## src/rtl/fifo_ctrl.sv

```systemverilog
// FIFO control engine: accepts push/pop requests, generates memory pointers and strobes,
// tracks occupancy and produces full/empty, threshold, read-valid and sticky error flags.
module fifo_ctrl #(
    parameter int MEM_SIZE  = 8,   // must equal 2**PTR so pointers wrap naturally
    parameter int WORD_SIZE = 10,
    parameter int PTR       = 3
) (
    input  logic                 clk,
    input  logic                 reset,
    input  logic                 push_req,
    input  logic                 pop_req,
    input  logic [WORD_SIZE-1:0] data_in,
    input  logic [PTR-1:0]       umbral_af,
    input  logic [PTR-1:0]       umbral_ae,
    output logic [PTR-1:0]       wr_ptr,
    output logic [PTR-1:0]       rd_ptr,
    output logic                 push,
    output logic                 pop,
    output logic [WORD_SIZE-1:0] data_in_MM,
    output logic [PTR:0]         count,
    output logic                 full,
    output logic                 empty,
    output logic                 almost_full,
    output logic                 almost_empty,
    output logic                 data_valid,
    output logic                 error
);

    localparam logic [PTR:0]   DEPTH   = (PTR+1)'(MEM_SIZE);
    localparam logic [PTR-1:0] PTR_ONE = PTR'(1);
    localparam logic [PTR:0]   CNT_ONE = (PTR+1)'(1);

    logic [PTR-1:0] wr_ptr_reg, wr_ptr_next;
    logic [PTR-1:0] rd_ptr_reg, rd_ptr_next;
    logic [PTR:0]   count_reg, count_next;
    logic           data_valid_reg;
    logic           error_reg, error_next;

    logic           push_acc;
    logic           pop_acc;
    logic           overflow;
    logic           underflow;
    logic [PTR:0]   af_level;

    assign empty = (count_reg == '0);
    assign full  = (count_reg == DEPTH);

    // Strobes are masked while reset is held so a request coincident with reset is dropped.
    assign pop_acc  = pop_req & ~empty & ~reset;
    assign push_acc = push_req & (~full | pop_acc) & ~reset;

    assign overflow  = push_req & full & ~pop_acc;
    assign underflow = pop_req & empty;

    assign af_level     = DEPTH - {1'b0, umbral_af};
    assign almost_full  = (count_reg >= af_level);
    assign almost_empty = (count_reg <= {1'b0, umbral_ae});

    always_comb begin
        wr_ptr_next = wr_ptr_reg;
        rd_ptr_next = rd_ptr_reg;
        count_next  = count_reg;
        error_next  = error_reg | overflow | underflow;
        if (push_acc) begin
            wr_ptr_next = wr_ptr_reg + PTR_ONE;
        end
        if (pop_acc) begin
            rd_ptr_next = rd_ptr_reg + PTR_ONE;
        end
        case ({push_acc, pop_acc})
            2'b10:   count_next = count_reg + CNT_ONE;
            2'b01:   count_next = count_reg - CNT_ONE;
            default: count_next = count_reg;
        endcase
    end

    always_ff @(posedge clk or posedge reset) begin
        if (reset) begin
            wr_ptr_reg     <= '0;
            rd_ptr_reg     <= '0;
            count_reg      <= '0;
            data_valid_reg <= 1'b0;
            error_reg      <= 1'b0;
        end else begin
            wr_ptr_reg     <= wr_ptr_next;
            rd_ptr_reg     <= rd_ptr_next;
            count_reg      <= count_next;
            // Memory read data is registered, so valid trails the accepted pop by one cycle.
            data_valid_reg <= pop_acc;
            error_reg      <= error_next;
        end
    end

    assign wr_ptr     = wr_ptr_reg;
    assign rd_ptr     = rd_ptr_reg;
    assign push       = push_acc;
    assign pop        = pop_acc;
    assign data_in_MM = data_in;
    assign count      = count_reg;
    assign data_valid = data_valid_reg;
    assign error      = error_reg;

endmodule
```

## config.mk

```make
export PLATFORM = sky130hd
export DESIGN_NAME = fifo_ctrl
export DESIGN_NICKNAME = d
export VERILOG_FILES = /design/src/rtl/fifo_ctrl.sv
export SDC_FILE = /design/constraint.sdc
export NUM_CORES = 1
export LEC_CHECK = 0
export CAP_MARGIN = 10
export CORE_MARGIN = 4
export CORE_UTILIZATION = 35
export CTS_CLUSTER_SIZE = 25
export DETAILED_ROUTE_END_ITERATION = 16
export PLACE_DENSITY = 0.72
export SETUP_SLACK_MARGIN = 0.3
export SYNTH_ARGS = -nofsm -noshare
export SYNTH_HDL_FRONTEND = slang
export SYNTH_SLANG_ARGS = --single-unit
```

## constraint.sdc

```tcl
create_clock -name clk -period 2.3 [get_ports clk]
set_clock_uncertainty 0.2 [all_clocks]
set_input_delay 0.69 -clock clk [delete_from_list [all_inputs] [get_ports clk]]
set_output_delay 0.69 -clock clk [all_outputs]
set_load 0.01 [all_outputs]
```

==> impl_metrics.yaml <==
clock_tree:
  numClockSinks: 12
  clock_tree.buffer_depth: 2
  clock_latency_ps: 280
  cts_tree: "done"
  cts_made_buffers: 3
  root_buffer: "clkbuf_4"
  postCtsHoldBufs: 0
  cts.clk_slew.worst_paths_ps: 80
  h-tree-depth: 1
layout:
  fin_cells: 174
  final_nets: 179
  syn2layout_area_growth_pct: 77.3
  drive_gt1_share_pct: 61.8
  final_util_pct: 65.4
  num_antenna_cells: 0
  largest_reg_flops: 4
timing:
  tightest_slew_ps: 466
  maxSlewViolCount: 0
  period_needed_ps: 2680
  timing.final.crit_share_pct: 116
  rsz0062_at_grt: "yes"
  clock.fmax_ghz: 0.373
  max_slew_margin_pct: 68.9
  finalWorstSetupSlack_ps: -378
  hold_viol_final: 0
  finalSetupViolCount: 7
placed_design:
  dp.cells: 158
  gp_congestion: 0.712
  port_buffers: 27
  place_ws_ps: -1370
  dp_hpwl_mm: 1.74
synth:
  synth-seq-cells: 12
  ys_top_cells_by_count: "ha_1 (13), dfrtp_1 (12), inv_1 (12)"
  synthCells: 91
  syn_area_um2: 922
  yosysMostFrequentCell: "ha_1"
  ys_types: 28
  synth_top_area_cell: "dfrtp_1"
  synth_top_cell_area_share_pct: 32.6
  synth_edf_count: 0
  avgSynthCellArea_um2: 10.1
  yosysSeqAreaShare_pct: 32.6
  synth_area_leaders: "dfrtp_1 (33%), ha_1 (18%), buf_4 (8.1%), inv_1 (4.9%), xnor2_1 (3.8%)"
  syn_nets: 125
  async_flop_share_pct: 100
  ys_warn_count: 0
  synth_ff_type: "dfrtp_1"
global_routing:
  grt_max_degree: 13
  first_global_vias: 881
  antenna_found_initial: 0
  grt_use_total_pct: 14.2
  grt_first_pass_wirelength_mm: 3.82
  grt_overflow_total: 0
route:
  wire_per_inst_um: 12.8
  drtAntennaViolNets: 0
  avgViaCountPerCell: 4.57
  post-route-drc-count: 0
  dr.pass1.iters: 2
  route.vias.total: 795
  initialDrtViolationCount: 14
  drt-total-wl_mm: 2.22
worst_setup_path:
  crit_fanout: 2
  crit_chain: "buf_8, inv_8, ha_4, inv_2, ha_4, a21boi_2, o21ai_2, a21oi_2, buf_2"
  reg2reg_depth: 10
  crit_type: "input port to primary output"
  cp-start-kind: "input port"
  end_kind: "primary output"
  worstPathRequired_ps: 1410
  r2r_end: "count[3]$_DFFE_PP0P_"
  r2r_start: "count[2]$_DFFE_PP0P_"
  cpMaxStageDelayCell: "ha_4"
  r2r_slack_ps: -130
  slowest_delay_ps: 250
  cpMostUsedCell: "ha_4"
  critPathArrivalTime_ps: 1790
die:
  ioPinCount: 48
  chipHeight_um: 59.3
  fp-row-count: 18
  core_mm2: 0.00250
  initial_core_util_pct: 36.9
  fp.dieW_um: 59.3
  die_area_mm2: 0.00352
status:
  violations: "setup timing"
  status: "finished with violations"
power:
  ir_worst_vdd_mv: 0.667
  powerDensity_mw_per_mm2: 1140
  p_leak_nw: 0.782
min_path:
  hold_start: "error$_DFF_PP0_"
  worstHoldPathType: "register to register"
  min_to: "error$_DFF_PP0_"
  hold_depth: 2
run:
  cap_violations: 0
stage by stage:
| step | cell area (um^2) | power, mW | TNS, ps | hold slack [ps] |
|---|---|---|---|---|
| after detailed placement | 1440 | 1.59 | -5700 | 256 |
| final | 1640 | 1.87 | -939 | 264 |
| after floorplan | 1040 | 1.01 | -259 | 297 |
| after CTS | 1590 | 1.81 | -914 | 270 |
| after global placement | 1440 | 1.55 | -5460 | 243 |
| after global routing | 1640 | 2.03 | -1430 | 290 |
per-layer routing:
layer	vias up	share of wire (%)	global-route usage [%]
met1	378	42	17.3
met3	4	4.1	1.96
met4	0	1.7	6.15
met5	-	0	0
met2	17	52	24.6
li1	396	-	-
logic make-up after synthesis:
kind of cell / Yosys count / synth area share [%]
AOI/OAI and AO/OA: 11 / 7.87
xor gates and xnor gates: 8 / 7.60
adders and majority gates: 14 / 19.8
buffers and inverters: 23 / 13.7
DFF: 12 / 32.6
muxes: 2 / 2.71
and+or+nand+nor: 21 / 15.7
report_power, final:
group / switching, mW / internal [mW] / leakage [nW] / total, mW
combinational: 0.573 / 0.748 / 0.629 / 1.32
sequential: 0.0931 / 0.310 / 0.137 / 0.403
clock: 0.0775 / 0.0674 / 0.0150 / 0.145
total: 0.743 / 1.13 / 0.782 / 1.87
repair_timing:
action / 4_1_cts / 5_1_grt
setup endpoints to repair: 22 / 12
pin swaps: 17 / 4
resized for setup: 100 / 8
buffers inserted: 8 / 4
worst max path at each step:
stage | from | end | slack [ps] | depth (start not counted)
final | umbral_af[0] | almost_full | -380 | 9
after global routing | umbral_af[0] | almost_full | -440 | 9
after CTS | umbral_af[0] | almost_full | -420 | 7
after detailed placement | umbral_af[0] | almost_full | -1370 | 9
after global placement | umbral_af[0] | almost_full | -1310 | 9
after floorplan | umbral_af[0] | almost_full | -200 | 7
critical path: cells and delay by family:
family | cells | cell delay, ps
compound gates | 3 | 320
fa+ha+maj | 2 | 490
buf+inv | 4 | 300
layout by cell type, fill, tap and decap left out, types with 2 or more instances in the layout:
master	count
nand2b_4	2
dlygate4sd2_1	12
o21ai_2	2
inv_8	2
xor2_1	4
inv_1	5
inv_2	4
nor2_1	3
buf_4	23
a21oi_2	3
dfrtp_1	9
ha_4	7
nand3_2	2
xnor2_1	4
nand2_1	5
ha_1	5
clkbuf_4	3
buf_2	5
buf_6	14
buf_8	2
dfrtp_2	3
cell type report:
| class | count | area, um^2 |
|---|---|---|
| well taps | 30 | 37.5 |
| inverters | 13 | 71.3 |
| fillers | 195 | 865 |
| multi-input cells | 56 | 671 |
| flip-flops and latches | 12 | 304 |
| clock buffers | 4 | 26.3 |
| repair buffers | 59 | 526 |
No activity file was read; power rests on OpenSTA's default activity.
